==> src/rtl/alu_exec_stage_pkg.sv <==
// Shared ALU opcode, shifter and result types for the ALU control decoder and alu_exec_stage.
// ALU_ITER_SHIFT_EN (defined elsewhere) selects the iterative shifter in alu_shift_unit.
package alu_exec_stage_pkg;

   localparam int unsigned XLEN    = 32;
   localparam int unsigned SHAMT_W = 5;

   typedef enum logic [3:0] {
      ALU_ADD  = 4'h0,
      ALU_ADDU = 4'h1,
      ALU_SUB  = 4'h2,
      ALU_SUBU = 4'h3,
      ALU_AND  = 4'h4,
      ALU_OR   = 4'h5,
      ALU_XOR  = 4'h6,
      ALU_NOR  = 4'h7,
      ALU_SLT  = 4'h8,
      ALU_SLTU = 4'h9,
      ALU_SLL  = 4'hA,
      ALU_SLLV = 4'hB,
      ALU_SRL  = 4'hC,
      ALU_SRLV = 4'hD,
      ALU_SRA  = 4'hE,
      ALU_SRAV = 4'hF
   } alu_ctrl_e;

   typedef enum logic [1:0] {
      SH_SLL = 2'd0,
      SH_SRL = 2'd1,
      SH_SRA = 2'd2
   } shift_op_e;

   typedef enum logic {
      S_IDLE  = 1'b0,
      S_SHIFT = 1'b1
   } state_e;

   typedef struct packed {
      logic [XLEN-1:0] result;
      logic            overflow;
      logic            zero;
   } alu_out_t;

   // Codes A..F are the shifts; the odd ones take their amount from src_a.
   function automatic logic is_shift(input alu_ctrl_e c);
      return c[3] & (c[2] | c[1]);
   endfunction

   function automatic logic shift_is_var(input alu_ctrl_e c);
      return c[0];
   endfunction

   function automatic shift_op_e shift_op(input alu_ctrl_e c);
      case (c)
         ALU_SLL, ALU_SLLV: return SH_SLL;
         ALU_SRL, ALU_SRLV: return SH_SRL;
         default:           return SH_SRA;
      endcase
   endfunction

endpackage

==> src/rtl/alu_exec_stage_shift_unit.sv <==
// alu_shift_unit: barrel shifter by default; ALU_ITER_SHIFT_EN selects a one-bit-per-cycle shifter.
// done qualifies result; the iterative form holds its last step while hold is asserted.
module alu_shift_unit
   import alu_exec_stage_pkg::*;
(
`ifdef ALU_ITER_SHIFT_EN
   input  logic               clk,
   input  logic               rst,
   input  logic               kill,
   input  logic               hold,
`endif
   input  logic               start,
   input  shift_op_e          op,
   input  logic [SHAMT_W-1:0] amount,
   input  logic [XLEN-1:0]    operand,
   output logic               done,
   output logic [XLEN-1:0]    result
);

`ifdef ALU_ITER_SHIFT_EN
   logic [SHAMT_W-1:0] cnt_q;
   logic [XLEN-1:0]    data_q;
   shift_op_e          op_q;
   logic [XLEN-1:0]    step_c;
   logic               zero_amt_c;

   always_comb begin
      case (op_q)
         SH_SLL:  step_c = {data_q[XLEN-2:0], 1'b0};
         SH_SRL:  step_c = {1'b0, data_q[XLEN-1:1]};
         default: step_c = {data_q[XLEN-1], data_q[XLEN-1:1]};
      endcase
   end

   assign zero_amt_c = start & (amount == '0);
   assign done       = zero_amt_c | (cnt_q == SHAMT_W'(1));
   assign result     = zero_amt_c ? operand : step_c;

   // The final (cnt==1) step is taken by the consumer, so cnt parks at 1 while held.
   always_ff @(posedge clk) begin
      if (rst || kill) begin
         cnt_q  <= '0;
         data_q <= '0;
         op_q   <= SH_SLL;
      end else if (start && (amount != '0)) begin
         cnt_q  <= amount;
         data_q <= operand;
         op_q   <= op;
      end else if (cnt_q > SHAMT_W'(1)) begin
         cnt_q  <= cnt_q - SHAMT_W'(1);
         data_q <= step_c;
      end else if ((cnt_q == SHAMT_W'(1)) && !hold) begin
         cnt_q  <= '0;
      end
   end
`else
   always_comb begin
      case (op)
         SH_SLL:  result = operand << amount;
         SH_SRL:  result = operand >> amount;
         default: result = XLEN'($signed(operand) >>> amount);
      endcase
   end

   assign done = start;
`endif

endmodule

==> src/rtl/alu_exec_stage.sv <==
// Execute-stage ALU with valid/ready on both sides and a one-entry output register.
// ALU_ITER_SHIFT_EN: shifts by n>=1 run through the SHIFT state, otherwise all ops take one cycle.
module alu_exec_stage
   import alu_exec_stage_pkg::*;
(
   input  logic               clk,
   input  logic               rst,
   input  logic               flush,
   input  logic               in_valid,
   output logic               in_ready,
   input  logic [3:0]         alu_ctrl,
   input  logic [XLEN-1:0]    src_a,
   input  logic [XLEN-1:0]    src_b,
   input  logic [SHAMT_W-1:0] shamt,
   output logic               out_valid,
   input  logic               out_ready,
   output logic [XLEN-1:0]    result,
   output logic               overflow,
   output logic               zero
);

   state_e          state_q;
   logic            out_valid_q;
   alu_out_t        out_q;
   alu_out_t        out_d;

   alu_ctrl_e       ctrl_c;
   logic [XLEN-1:0] sum_c;
   logic [XLEN-1:0] diff_c;
   logic [XLEN-1:0] alu_res_c;
   logic            alu_ovf_c;
   logic            is_sh_c;
   logic            free_c;
   logic            accept_c;
   logic            wr_c;
   logic            go_shift_c;
   logic            sh_start_c;
   logic            sh_done;
   logic [XLEN-1:0] sh_result;
   logic [SHAMT_W-1:0] sh_amount_c;

   assign ctrl_c   = alu_ctrl_e'(alu_ctrl);
   assign is_sh_c  = is_shift(ctrl_c);
   assign free_c   = ~out_valid_q | out_ready;
   assign in_ready = (state_q == S_IDLE) & free_c & ~flush & ~rst;
   assign accept_c = in_valid & in_ready;

   assign sum_c  = src_a + src_b;
   assign diff_c = src_a - src_b;

   // Non-shift datapath; overflow only for the signed ADD/SUB.
   always_comb begin
      alu_res_c = '0;
      alu_ovf_c = 1'b0;
      case (ctrl_c)
         ALU_ADD: begin
            alu_res_c = sum_c;
            alu_ovf_c = (src_a[XLEN-1] == src_b[XLEN-1]) & (sum_c[XLEN-1] != src_a[XLEN-1]);
         end
         ALU_ADDU: alu_res_c = sum_c;
         ALU_SUB: begin
            alu_res_c = diff_c;
            alu_ovf_c = (src_a[XLEN-1] != src_b[XLEN-1]) & (diff_c[XLEN-1] != src_a[XLEN-1]);
         end
         ALU_SUBU: alu_res_c = diff_c;
         ALU_AND:  alu_res_c = src_a & src_b;
         ALU_OR:   alu_res_c = src_a | src_b;
         ALU_XOR:  alu_res_c = src_a ^ src_b;
         ALU_NOR:  alu_res_c = ~(src_a | src_b);
         ALU_SLT:  alu_res_c = XLEN'($signed(src_a) < $signed(src_b));
         ALU_SLTU: alu_res_c = XLEN'(src_a < src_b);
         default:  alu_res_c = '0;
      endcase
   end

   assign sh_start_c  = accept_c & is_sh_c;
   assign sh_amount_c = shift_is_var(ctrl_c) ? src_a[SHAMT_W-1:0] : shamt;

   alu_shift_unit u_shift (
`ifdef ALU_ITER_SHIFT_EN
      .clk     (clk),
      .rst     (rst),
      .kill    (flush),
      .hold    (~free_c),
`endif
      .start   (sh_start_c),
      .op      (shift_op(ctrl_c)),
      .amount  (sh_amount_c),
      .operand (src_b),
      .done    (sh_done),
      .result  (sh_result)
   );

   // Output-register write: immediate ops on accept, iterative shifts once the last step is free.
   always_comb begin
      wr_c       = 1'b0;
      go_shift_c = 1'b0;
      out_d      = '{result: alu_res_c, overflow: alu_ovf_c, zero: (alu_res_c == '0)};
      if (is_sh_c || (state_q == S_SHIFT)) begin
         out_d = '{result: sh_result, overflow: 1'b0, zero: (sh_result == '0)};
      end
      if (state_q == S_IDLE) begin
         wr_c       = accept_c & (~is_sh_c | sh_done);
         go_shift_c = sh_start_c & ~sh_done;
      end else begin
         wr_c = sh_done & free_c;
      end
   end

   always_ff @(posedge clk) begin
      if (rst) begin
         state_q     <= S_IDLE;
         out_valid_q <= 1'b0;
         out_q       <= '{result: '0, overflow: 1'b0, zero: 1'b1};
      end else if (flush) begin
         state_q     <= S_IDLE;
         out_valid_q <= 1'b0;
      end else begin
         if (go_shift_c) begin
            state_q <= S_SHIFT;
         end else if ((state_q == S_SHIFT) && wr_c) begin
            state_q <= S_IDLE;
         end
         if (wr_c) begin
            out_valid_q <= 1'b1;
            out_q       <= out_d;
         end else if (out_ready) begin
            out_valid_q <= 1'b0;
         end
      end
   end

   assign out_valid = out_valid_q;
   assign result    = out_q.result;
   assign overflow  = out_q.overflow;
   assign zero      = out_q.zero;

endmodule

==> config.mk <==
export PLATFORM = sky130hd
export DESIGN_NAME = alu_exec_stage
export DESIGN_NICKNAME = d
export VERILOG_FILES = /design/src/rtl/alu_exec_stage_pkg.sv /design/src/rtl/alu_exec_stage_shift_unit.sv /design/src/rtl/alu_exec_stage.sv
export SDC_FILE = /design/constraint.sdc
export NUM_CORES = 1
export LEC_CHECK = 0
export ABC_CLOCK_PERIOD_IN_PS = 13800
export BUFFER_PORTS_ARGS = -buffer_cell sky130_fd_sc_hd__clkbuf_2
export CAP_MARGIN = 0
export CORE_ASPECT_RATIO = 0.7
export CORE_MARGIN = 1
export CORE_UTILIZATION = 60
export DETAILED_ROUTE_END_ITERATION = 12
export PLACE_DENSITY = 0.81
export SLEW_MARGIN = 0
export SYNTH_ARGS = -nofsm -noshare
export SYNTH_HDL_FRONTEND = slang
export SYNTH_HIERARCHICAL = 1
export SYNTH_SLANG_ARGS = --single-unit
export TNS_END_PERCENT = 100
==> constraint.sdc <==
create_clock -name clk -period 13.8 [get_ports clk]
set_input_delay 2.07 -clock clk [delete_from_list [all_inputs] [get_ports clk]]
set_output_delay 2.07 -clock clk [all_outputs]
set_load 0.1 [all_outputs]
### Word-level counts from Yosys, hierarchy flattened

Index checks and enable logic that the tools add are counted.

* bitwise gates (word level): 19
* multiplexer cells: 8
* magnitude comparators: 2
* equal/unequal tests: 18
* reduce and logical (&&, ||, !) cells: 11
* add/subtract/negate cells: 2
* shifts and indexed selects: 3

Operator list (count)
* $pmux W32 S8: 1
* $logic_not A32 Y1: 2
* $lt A32 B32 Y1: 2
* $pmux W32 S2: 1
* $mux W34: 1
* $add A32 B32 Y32: 1
* $and A32 B32 Y32: 1
* $not A32 Y32: 1
* $or A32 B32 Y32: 1
* $shl A32 B5 Y32: 1
* $shr A32 B5 Y32: 1
* $sshr A32 B5 Y32: 1
* $sub A32 B32 Y32: 1
* $xor A32 B32 Y32: 1
* $eq A4 B4 Y1 const B: 6
* $eq A4 B3 Y1 const B: 4
* $reduce_or A2 Y1: 5
* $and A1 B1 Y1: 8
* $eq A4 B2 Y1 const B: 2
* $mux W5: 1
* $eq A4 B1 Y1 const B: 1
* $logic_not A4 Y1: 1
* $not A1 Y1: 4
* $pmux W2 S2: 1
* other kinds (9): 14

* register bits after elaboration: 35
* word-level logic and storage cells: 67

### Depth between registers and ports, before layout

* depth after elaboration: 9
* gate-level depth with buffers: 20

### Hierarchy

The synthesis kept the hierarchy.

Modules (own cells, without submodules)
* alu_exec_stage: instances 1, cells each 1102, area an instance 7815.0 um^2
* alu_shift_unit: instances 1, cells each 509, area an instance 4093.9 um^2

### Worst setup path before layout

Ideal clock, no wire load.

* path kind: input-to-reg
* start: input rst
* end: register out_q, in the netlist zero
* setup slack: 6.334 ns
* path buffers: 2
* stages on the path: 14
* setup time: 0.070 ns
* arrival time: 7.396 ns
* cell sequence: clkbuf_1 > nor4_1 > and3_1 > buf_4 > nor2_1 > nor4_2 > o21ai_1 > or4_1 > nor4_1 > nand4_1 > nor4_1 > and3_1 > nand4_1 > o21ai_1

* longest elaborated chain between the ends: 7

Ends and longest elaborated chain
* from (decl): line alu_exec_stage.sv:7 `input logic rst,`
* $not A1 Y1: line alu_exec_stage.sv:45 `assign in_ready = (state_q == S_IDLE) & free_c & ~flush & ~rst;`
* $and A1 B1 Y1: line alu_exec_stage.sv:45
* net in_ready: line alu_exec_stage.sv:10 `output logic in_ready,`
* $and A1 B1 Y1: line alu_exec_stage.sv:46 `assign accept_c = in_valid & in_ready;`
* $and A1 B1 Y1: line alu_exec_stage.sv:76 `assign sh_start_c = accept_c & is_sh_c;`
* net sh_start_c: line alu_exec_stage.sv:37 `logic sh_start_c;`
* $or A1 B1 Y1: line alu_exec_stage.sv:103 `wr_c = accept_c & (~is_sh_c | sh_done);`
* $and A1 B1 Y1: line alu_exec_stage.sv:103
* $reduce_and A2 Y1 (no line)
* to (signal assigned): line alu_exec_stage.sv:114 `out_q <= '{result: '0, overflow: 1'b0, zero: 1'b1};`
* to (signal assigned): line alu_exec_stage.sv:126 `out_q <= out_d;`
* to (decl): line alu_exec_stage.sv:24 `alu_out_t out_q;`

The timed path passes the listed nets, and every way through them passes these cells.
A chain may end at the register's enable or synchronous reset.

### Worst setup path in the final report

* start: input alu_ctrl[0]
* end: register out_q, in the netlist zero

* elaborated cells between the ends (all ways): 30
* those cells by class: eq/ne: 14; shift: 3; mux: 5; reduce/logical: 8

RTL lines
* from (decl): line alu_exec_stage.sv:11 `input logic [3:0] alu_ctrl,`
* $mux W5 (*): line alu_exec_stage.sv:77 `assign sh_amount_c = shift_is_var(ctrl_c) ? src_a[SHAMT_W-1:0] : shamt;`
* net sh_amount_c[1]: line alu_exec_stage.sv:40 `logic [SHAMT_W-1:0] sh_amount_c;`
* $sshr A32 B5 Y32 (tied with other cells): line alu_exec_stage_shift_unit.sv:61 `default: result = XLEN'($signed(operand) >>> amount);`
* $pmux W32 S2 (*): line alu_exec_stage_shift_unit.sv:58 `case (op)`
* net sh_result[4]: line alu_exec_stage.sv:39 `logic [XLEN-1:0] sh_result;`
* $logic_not A32 Y1 (*): line alu_exec_stage.sv:100 `out_d = '{result: sh_result, overflow: 1'b0, zero: (sh_result == '0)};`
* $mux W34 (*): line alu_exec_stage.sv:99 `if (is_sh_c || (state_q == S_SHIFT)) begin`

The timed path passes the listed nets; every way through them passes the cells marked *.

==> reports/metrics.cfg <==
[outcome]
status = finished clean

[die]
die_area_um2 = 20400
die_x_um = 170
core_region_area_um2 = 19200
die_h_um = 120
rows = 42
io_pins = 114
start_util_pct = 62.1

[detailed_routing]
viasPerCell = 7.28
num_vias = 13700
wire_per_inst_um = 25.7
ant_nets = 0
firstDrtPassIters = 7
drcViolationCount = 0
drtIter0Drc = 2265
wl_um = 48300

[timing]
period_share_pct = 49.2
fmax_ghz = 0.147
final_max_slew_viol_count = 0
rsz0062_at_grt = no
timing.setup.tns_ns = 0
skew_ns = 0.00647
worstMarginPinSlew_ns = 1.20
slew_headroom_pct = 17.8
hold_violations = 0
setup_viol = 0
hold_ws_ns = 0.450
period_minus_slack_ns = 6.79

[worst_setup_path]
required_ns = 13.95
path_max_fanout = 55
end_kind = flop
arrival_ns = 6.94
start_kind = primary input
critPathKind = in -> reg

[global_routing]
grt_max_degree = 77
grt-ovfl-total = 0
grt_first_pass_wirelength_um = 71800
grt.total_usage_pct = 46.4
antenna_found_initial = 2
grt_pass1_vias = 11700

[yosys]
synth_fp_nets = 1804
ys_types = 98
synth-seq-cells = 36
syn_avg_cell_area_um2 = 7.39
yosysWarnings = 6
async_flop_share_pct = 0
synth_cells = 1611
synth-edff-count = 0
yosysSeqAreaShare_pct = 6.05
synth_flop_cell = dfxtp_1
syn_area_um2 = 11900

[cts]
cts_buffer_depth = 2
cts-root-buf = clkbuf_16
cts.sinks = 36
cts_setup_buffers = 0
ctsHtreeMaxLevel = 2
holdBufCountCts = 0
cts_resized = 0
cts_buffers = 5
cts_tree = built
clock_latency_ns = 0.28
cts.clk_slew.worst_paths_ns = 0.06

[cells_and_area]
diodes = 0
drive_gt1_share_pct = 15.9
multiInputGateArea_um2 = 10200
area.sequential_um2 = 721
area_delta_synth_final_pct = 4.55
nets = 1805
design_area_um2 = 12500
fill_cells = 1710

[min_path]
min_path_type = reg -> reg

[power_and_ir_drop]
power_w = 0.000843
p_leak_nw = 5.36
power_density_nw_per_um2 = 67.7
vdd_ir_drop_max_mv = 0.0502

[place]
dp_hpwl_um = 36700
portBuffers = 113
place_area_um2 = 12300
gp_congestion = 1.05

[run]
maxCapViolations = 0

[critical path, cell delays in order]
cell and delay [ns]:
clkbuf_2 0.36, buf_4 0.56, mux2_2 0.39, buf_4 0.35, inv_2 0.89, mux2i_1 0.23
a211oi_1 0.92, nor3_1 0.15, o32ai_1 0.29, nor4_1 0.10, nand4_1 0.14, nor2_1 0.05
a221oi_1 0.27, o21ai_1 0.12
[registers in the layout, summed over array words and instances, names as in the netlist]
name       cells
result        32
state_q        1
zero           1
out_valid      1
overflow       1
[layout make-up]
class,count,area share (%)
Clock buffer,8,1.18
Inverter,102,3.08
Multi-Input combinational cell,1338,81.8
Sequential cell,36,5.79
Tap cell,264,2.65
Timing Repair Buffer,129,5.53
[path summary, 6_finish.rpt]
| path | startpoint | end | slack, ns | cells past startpoint |
|---|---|---|---|---|
| worst max-delay path | alu_ctrl[0] | zero | 7.01 | 14 |
| worst max register to register | state_q | zero | 10.47 | 13 |
| worst min register to register | result[22] | result[22] | 0.45 | 2 |
| worst min-delay path | result[22] | result[22] | 0.45 | 2 |
[layout by cell type (no fill, tap or decap), types with 10 or more instances in the layout]
cell	instances
o21ai_0	69
mux2_2	29
a21oi_1	109
mux2i_1	60
o22ai_1	17
mux4_2	50
mux2_1	12
and2_1	19
nand3_1	33
xnor2_1	37
nor3_1	35
a21o_1	24
nor2b_1	25
ha_1	113
buf_4	17
and3_1	12
nor2_1	162
dfxtp_1	36
clkbuf_2	112
a31oi_1	26
o211ai_1	26
nand2b_1	20
nand4_1	10
nor4_1	21
o21ai_1	18
inv_1	98
a211oi_1	68
xor2_1	21
nand2_1	121
[routing by layer]
layer / GRT usage, % / part of all wire, % / vias up
met1: 69.0 / 41 / 6340
met4: 12.3 / 2.9 / 0
met5: 0 / 0 / -
li1: - / - / 5983
met2: 59.5 / 37 / 1211
met3: 19.0 / 19 / 132
[through the flow]
| step | worst slack [ns] | cells | utilization (%) |
|---|---|---|---|
| 3_5_place_dp | 6.87 | 1869 | 64.1 |
| 4_1_cts | 7.15 | 1877 | 64.9 |
| 6_report | 7.01 | 1877 | 64.9 |
| 2_1_floorplan | 6.33 | 1611 | - |
| 3_3_place_gp | 7.01 | 1869 | 64.1 |
| 5_1_grt | 6.78 | 1877 | 64.9 |
[cells in the mapped netlist, types with 8 or more instances]
| cell type | n | area share (%) |
|---|---|---|
| and3_1 | 12 | 0.63 |
| a21o_1 | 24 | 1.5 |
| mux4_2 | 50 | 9.5 |
| and2_1 | 19 | 1.0 |
| nor2_1 | 163 | 5.1 |
| or2_2 | 8 | 0.42 |
| mux2i_1 | 60 | 5.0 |
| o211ai_1 | 26 | 1.6 |
| nand2_1 | 121 | 3.8 |
| or3_1 | 9 | 0.47 |
| nand4_1 | 10 | 0.53 |
| nand3_1 | 33 | 1.4 |
| o21a_1 | 9 | 0.57 |
| dfxtp_1 | 36 | 6.1 |
| a21oi_1 | 109 | 4.6 |
| a31oi_1 | 26 | 1.4 |
| xor2_1 | 21 | 1.5 |
| ha_1 | 113 | 12 |
| buf_2 | 32 | 1.3 |
| inv_1 | 98 | 3.1 |
| xnor2_1 | 37 | 2.7 |
| a211o_1 | 8 | 0.59 |
| nor3_1 | 35 | 1.5 |
| nor2b_1 | 25 | 1.3 |
| a311oi_1 | 8 | 0.59 |
| o22ai_1 | 17 | 0.89 |
| buf_1 | 18 | 0.57 |
| a22oi_1 | 9 | 0.57 |
| a2111oi_0 | 8 | 0.59 |
| nor4_1 | 21 | 1.1 |
| o21ai_1 | 18 | 0.76 |
| o31ai_1 | 8 | 0.50 |
| a211oi_1 | 68 | 4.3 |
| mux2_2 | 30 | 2.8 |
| o21ai_0 | 69 | 2.9 |
| mux2_1 | 12 | 1.1 |
| clkbuf_1 | 71 | 2.2 |
| nand2b_1 | 20 | 1.1 |
[cells by family after synthesis]
family	after synthesis	share of synthesized area [%]
simple gates	508	20.8
compound gates	502	29.2
buf+inv	237	8.57
mux	155	18.9
fa+ha+maj	115	12.2
xor+xnor	58	4.27
flops	36	6.05
[where the power goes]
part           switching (W)  internal (W)
sequential        0.00000357      0.000108
combinational       0.000410      0.000206
clock              0.0000435     0.0000721
total               0.000457      0.000387
No activity file was read; power rests on OpenSTA's default activity.
